### src/rtl/fft_pkg.sv
// Shared definitions for the FFT frame sequencer: point-size mode codes,
// sequencer states and the frame-length helper.
package fft_pkg;

    localparam logic [2:0] MODE_32   = 3'd0;
    localparam logic [2:0] MODE_64   = 3'd1;
    localparam logic [2:0] MODE_128  = 3'd2;
    localparam logic [2:0] MODE_256  = 3'd3;
    localparam logic [2:0] MODE_512  = 3'd4;
    localparam logic [2:0] MODE_1024 = 3'd5;
    localparam logic [2:0] MODE_MAX  = 3'd5;

    localparam int CNT_W = 10;

    typedef enum logic [1:0] {
        ST_IDLE,
        ST_ARM,
        ST_LOAD,
        ST_GAP
    } fft_state_e;

    function automatic logic [10:0] frame_len(input logic [2:0] mode);
        return 11'd32 << mode;
    endfunction

endpackage

### src/rtl/fft_frame_cnt.sv
// Sample-within-frame counter: loads 1 on the frame's first sample, increments
// per gated sample and flags the frame's final sample index.
module fft_frame_cnt
    import fft_pkg::*;
(
    input  logic        clk_i,
    input  logic        rst_i,
    input  logic        load_i,
    input  logic        inc_i,
    input  logic [10:0] len_i,
    output logic        term_o
);

    logic [CNT_W-1:0] cnt_q;
    logic [CNT_W-1:0] cnt_d;

    always_comb begin
        cnt_d = cnt_q;
        if (load_i) begin
            cnt_d = CNT_W'(1);
        end else if (inc_i) begin
            cnt_d = cnt_q + CNT_W'(1);
        end
    end

    always_ff @(posedge clk_i or posedge rst_i) begin
        if (rst_i) begin
            cnt_q <= '0;
        end else begin
            cnt_q <= cnt_d;
        end
    end

    // The count equals the index of the sample currently being gated.
    assign term_o = ({1'b0, cnt_q} == (len_i - 11'd1));

endmodule

### src/rtl/fft_frame_ctrl.sv
// Frame sequencer gating one 32<<mode sample frame per chirp into the FFT.
// Optional drop counter output is built when FFT_FRAME_DROP_CNT_EN is defined.
module fft_frame_ctrl
    import fft_pkg::*;
#(
    parameter int WIDTH      = 16,
    parameter int GAP_CYCLES = 8
) (
    input  logic             clock,
    input  logic             reset,
    input  logic [2:0]       mode_req_sel,
    input  logic             mode_req_valid,
    input  logic             fft_ready,
    input  logic             din_en,
    input  logic             din_sop,
    input  logic [WIDTH-1:0] din_re,
    input  logic [WIDTH-1:0] din_im,
    output logic [2:0]       mode_do_sel,
    output logic             data_do_en,
    output logic [WIDTH-1:0] data_do_re,
    output logic [WIDTH-1:0] data_do_im,
    output logic             frame_do_start,
    output logic             frame_do_last,
    output logic             busy_do,
    output logic             mode_err_do,
`ifdef FFT_FRAME_DROP_CNT_EN
    output logic [15:0]      drop_cnt_do,
`endif
    output logic             sync_err_do
);

    localparam logic [7:0] GAP_LOAD = 8'(GAP_CYCLES - 1);

    fft_state_e       state_q, state_d;
    logic [2:0]       pend_q, pend_d;
    logic [2:0]       mode_q, mode_d;
    logic [7:0]       gap_q, gap_d;
    logic             en_q, en_d;
    logic [WIDTH-1:0] re_q, re_d;
    logic [WIDTH-1:0] im_q, im_d;
    logic             start_q, start_d;
    logic             last_q, last_d;
    logic             busy_q, busy_d;
    logic             merr_q, merr_d;
    logic             serr_q, serr_d;

    logic             gated;
    logic             cnt_load;
    logic             cnt_inc;
    logic             cnt_term;
    logic [10:0]      len_w;

    assign len_w = frame_len(mode_q);

    fft_frame_cnt u_cnt (
        .clk_i  (clock),
        .rst_i  (reset),
        .load_i (cnt_load),
        .inc_i  (cnt_inc),
        .len_i  (len_w),
        .term_o (cnt_term)
    );

    always_comb begin
        state_d  = state_q;
        pend_d   = pend_q;
        mode_d   = mode_q;
        gap_d    = gap_q;
        merr_d   = 1'b0;
        serr_d   = 1'b0;
        start_d  = 1'b0;
        last_d   = 1'b0;
        gated    = 1'b0;
        cnt_load = 1'b0;
        cnt_inc  = 1'b0;

        if (mode_req_valid) begin
            if (mode_req_sel <= MODE_MAX) begin
                pend_d = mode_req_sel;
            end else begin
                merr_d = 1'b1;
            end
        end

        case (state_q)
            ST_IDLE: begin
                // The registered pending mode is applied; a same-cycle request waits.
                if (fft_ready) begin
                    state_d = ST_ARM;
                    mode_d  = pend_q;
                end
            end
            ST_ARM: begin
                if (din_en && din_sop) begin
                    gated    = 1'b1;
                    start_d  = 1'b1;
                    cnt_load = 1'b1;
                    state_d  = ST_LOAD;
                end
            end
            ST_LOAD: begin
                if (din_en) begin
                    gated   = 1'b1;
                    cnt_inc = 1'b1;
                    serr_d  = din_sop;
                    if (cnt_term) begin
                        last_d  = 1'b1;
                        state_d = ST_GAP;
                        gap_d   = GAP_LOAD;
                    end
                end
            end
            ST_GAP: begin
                if (gap_q == 8'd0) begin
                    state_d = ST_IDLE;
                end else begin
                    gap_d = gap_q - 8'd1;
                end
            end
            default: state_d = ST_IDLE;
        endcase

        en_d   = gated;
        re_d   = gated ? din_re : '0;
        im_d   = gated ? din_im : '0;
        busy_d = (state_d != ST_IDLE);
    end

    always_ff @(posedge clock or posedge reset) begin
        if (reset) begin
            state_q <= ST_IDLE;
            pend_q  <= MODE_1024;
            mode_q  <= MODE_1024;
            gap_q   <= '0;
            en_q    <= 1'b0;
            re_q    <= '0;
            im_q    <= '0;
            start_q <= 1'b0;
            last_q  <= 1'b0;
            busy_q  <= 1'b0;
            merr_q  <= 1'b0;
            serr_q  <= 1'b0;
        end else begin
            state_q <= state_d;
            pend_q  <= pend_d;
            mode_q  <= mode_d;
            gap_q   <= gap_d;
            en_q    <= en_d;
            re_q    <= re_d;
            im_q    <= im_d;
            start_q <= start_d;
            last_q  <= last_d;
            busy_q  <= busy_d;
            merr_q  <= merr_d;
            serr_q  <= serr_d;
        end
    end

`ifdef FFT_FRAME_DROP_CNT_EN
    logic [15:0] drop_q, drop_d;

    always_comb begin
        drop_d = drop_q;
        if (din_en && !gated && (drop_q != 16'hFFFF)) begin
            drop_d = drop_q + 16'd1;
        end
    end

    always_ff @(posedge clock or posedge reset) begin
        if (reset) begin
            drop_q <= '0;
        end else begin
            drop_q <= drop_d;
        end
    end

    assign drop_cnt_do = drop_q;
`endif

    assign mode_do_sel    = mode_q;
    assign data_do_en     = en_q;
    assign data_do_re     = re_q;
    assign data_do_im     = im_q;
    assign frame_do_start = start_q;
    assign frame_do_last  = last_q;
    assign busy_do        = busy_q;
    assign mode_err_do    = merr_q;
    assign sync_err_do    = serr_q;

endmodule

### config.mk
export PLATFORM = sky130hd
export DESIGN_NAME = fft_frame_ctrl
export DESIGN_NICKNAME = d
export VERILOG_FILES = /design/src/rtl/fft_pkg.sv /design/src/rtl/fft_frame_cnt.sv /design/src/rtl/fft_frame_ctrl.sv
export SDC_FILE = /design/constraint.sdc
export NUM_CORES = 1
export LEC_CHECK = 0
export CORE_MARGIN = 2
export CORE_UTILIZATION = 25
export DETAILED_ROUTE_END_ITERATION = 8
export SYNTH_ARGS = -nofsm -noshare
export SYNTH_HDL_FRONTEND = slang
export SYNTH_SLANG_ARGS = --single-unit
### constraint.sdc
create_clock -name clock -period 6.4 [get_ports clock]
set_input_delay 0.96 -clock clock [delete_from_list [all_inputs] [get_ports clock]]
set_output_delay 0.96 -clock clock [all_outputs]
set_load 0.03 [all_outputs]
==> flow_metrics.py <==
metrics = {
    "synthesis": {
        "postSynth.asyncResetShare": 1.00,
        "synth_area_sq_um": 2770,
        "synth.distinct_cells": 46,
        "synth_top_area_cell": "dfrtp_1",
        "seq_area_frac_synth": 0.581,
        "syn_area_per_cell_sq_um": 11.3,
        "synth_seq_cells": 64,
        "synthFlopType": "dfrtp_1",
        "syn_nets": 294,
        "synth_area_leaders": "dfrtp_1 54%, and2_1 7.7%, ha_1 4.1%",
        "synth.top_cell.area_share": 0.543,
        "netlist_instances": 244,
        "synth_common_cells": "60 x dfrtp_1, 34 x and2_1, 22 x nor2_1",
        "synth_edf_count": 0,
        "yosysMostFrequentCell": "dfrtp_1",
        "yosysWarnings": 0,
    },
    "detailed_routing": {
        "via_per_inst": 4.37,
        "first_pass_iters": 4,
        "wl_mm": 6.04,
        "drt_iter0_drc": 64,
        "wl_per_cell_microns": 12.7,
        "route.detailed.drc": 0,
        "vias": 2085,
        "antenna_left": 0,
    },
    "final_layout": {
        "num-nets-final": 382,
        "fill_cells": 1101,
        "stdcell_area_sq_um": 3980,
        "drive_above_1_share": 0.104,
        "postLayoutCoreUtil": 0.367,
        "area_growth_pct": 43.9,
        "antennaDiodeCount": 0,
    },
    "worst_setup_path": {
        "startpoint_type": "flip-flop",
        "r2r_start": "mode_do_sel[1]",
        "crit_fanout": 10,
        "crit_end": "gap_q[4]",
        "criticalPathCategory": "flip-flop to flip-flop",
        "cp.required_ns": 6.65,
        "arrival_ns": 3.23,
        "cp-startpoint": "mode_do_sel[1]",
        "regToRegSetupSlack_ns": 3.42,
        "cp-end-kind": "flip-flop",
        "reg2regPathDepth": 8,
        "rr_endpoint": "gap_q[4]",
    },
    "timing": {
        "finClkSkew_ns": 0.0145,
        "finalHoldViolCount": 0,
        "setup_violations": 0,
        "rsz0062_at_grt": "false",
        "tns_ns": 0,
        "fmax_mhz": 335,
        "finalCriticalPeriod_ns": 2.98,
        "slew_violations": 0,
        "relSlewSlack": 0.450,
        "hold_ws_ns": 0.508,
        "fin_crit_sh": 0.466,
        "tightest_slew_ns": 0.825,
    },
    "floorplanning": {
        "initial_utilization": 0.255,
        "ios": 82,
        "dieArea_sq_um": 11900,
        "core_area_sq_um": 10800,
        "die_w_microns": 109,
        "die_h_microns": 109,
        "fp-row-count": 38,
    },
    "placed_design": {
        "dpl.hpwl_mm": 4.38,
        "post_dp_cell_area_sq_um": 3740,
        "gp_congestion": 0.753,
        "io_buffers": 81,
    },
    "worst_hold_path": {
        "hp-class": "flip-flop to flip-flop",
    },
    "clock_tree": {
        "cts_tree": "yes",
        "ctsResizeCount": 0,
        "cts_sinks": 64,
        "postCtsSetupBuffers": 0,
        "hold_buffers": 0,
        "clkLatencyLatePin_ns": 0.34,
        "htreeDepth": 3,
        "root_buffer": "clkbuf_8",
        "cts_buffer_depth": 2,
        "clk_pin_slew_worst_paths_ns": 0.08,
        "cts_buffers": 9,
    },
    "global_routing": {
        "antenna_found_initial": 0,
        "first_global_vias": 2139,
        "grt_overflow_total": 0,
        "grt_pass1_wl_mm": 10.2,
        "grt.total_usage": 0.112,
        "grt_max_degree": 65,
    },
    "run": {
        "drv_cap": 0,
    },
    "power_and_ir_drop": {
        "ir_worst_vdd_mv": 0.112,
        "p_total_w": 0.00143,
        "power-per-cell-area_nw_per_um2": 359,
        "power_leakage_nw": 1.74,
    },
    "status": {
        "outcome": "completed",
    },
}
logic make-up after synthesis:
kind of cell               synth area share
and+or+nand+nor                       0.217
DFF                                   0.581
AOI/OAI and AO/OA                    0.0805
buffers and inverters                0.0231
xor gates and xnor gates             0.0380
adders and majority gates            0.0407
muxes                                0.0199
cells in the final DEF (no fill, tap or decap), types with 5 or more instances in the layout:
cell             Yosys  layout
nand4_1              5       5
ha_1                 9       9
inv_1               11      10
xor2_1               6       6
o21ai_0             10      10
nor2_1              22      22
nand2_1             14      14
and2_1              34      34
clkbuf_8             0       9
xnor2_1              6       6
a21oi_1              8       8
dfrtp_1             60      60
clkdlybuf4s50_1      0      81
critical path, cell delays in order (launching register included):
cell      delay [ns]
dfrtp_1         0.46
or3_2           0.47
ha_1            0.26
or4b_1          0.53
o311ai_1        0.11
xnor2_1         0.27
nand3_1         0.28
a21o_1          0.28
o31ai_1         0.23
power by group:
group / internal (W) / total (W) / switching [W]
combinational: 0.000207 / 0.000464 / 0.000257
clock: 0.000259 / 0.000424 / 0.000165
sequential: 0.000484 / 0.000543 / 0.0000590
worst min-delay path by stage:
stage,start,end,slack (ns),cells past startpoint
final,pend_q[1],pend_q[1],0.51,2
after global routing,pend_q[1],pend_q[1],0.53,2
after CTS,pend_q[1],pend_q[1],0.52,2
after detailed placement,pend_q[1],pend_q[1],0.50,2
after global placement,pend_q[2],pend_q[2],0.49,2
after floorplan,pend_q[1],pend_q[1],0.46,2
final cells by class:
type,instances,area [sq um],share of cell area
timing repair buffer,82,818,0.206
sequential,64,1610,0.404
tap,140,175,0.0440
clock inverter,7,120,0.0302
clock buffer,9,124,0.0311
inverter,11,41.3,0.0104
multi-input combinational,164,1100,0.275
per-stage QoR:
step | instances | worst slack, ns
floorplan | 244 | 3.52
global placement | 461 | 3.35
detailed placement | 461 | 3.31
CTS | 477 | 3.38
global route | 477 | 3.24
finish | 477 | 3.42
metal layers:
layer	share of wire	global-route usage	up-vias	routed length (microns)
li1	-	-	1001	-
met1	0.42	0.126	998	2530
met2	0.46	0.173	71	2810
met3	0.086	0.0514	15	521
met4	0.030	0.0696	0	180
met5	0	0	-	0
sequential cells by signal, summed over array words and instances, names as in the netlist:
signal          cells
data_do_im         16
data_do_re         16
u_cnt.cnt_q        10
gap_q               8
mode_do_sel         3
pend_q              3
state_q             2
busy_do             1
data_do_en          1
frame_do_last       1
frame_do_start      1
mode_err_do         1
sync_err_do         1
Power figures use the tool's default switching activity.
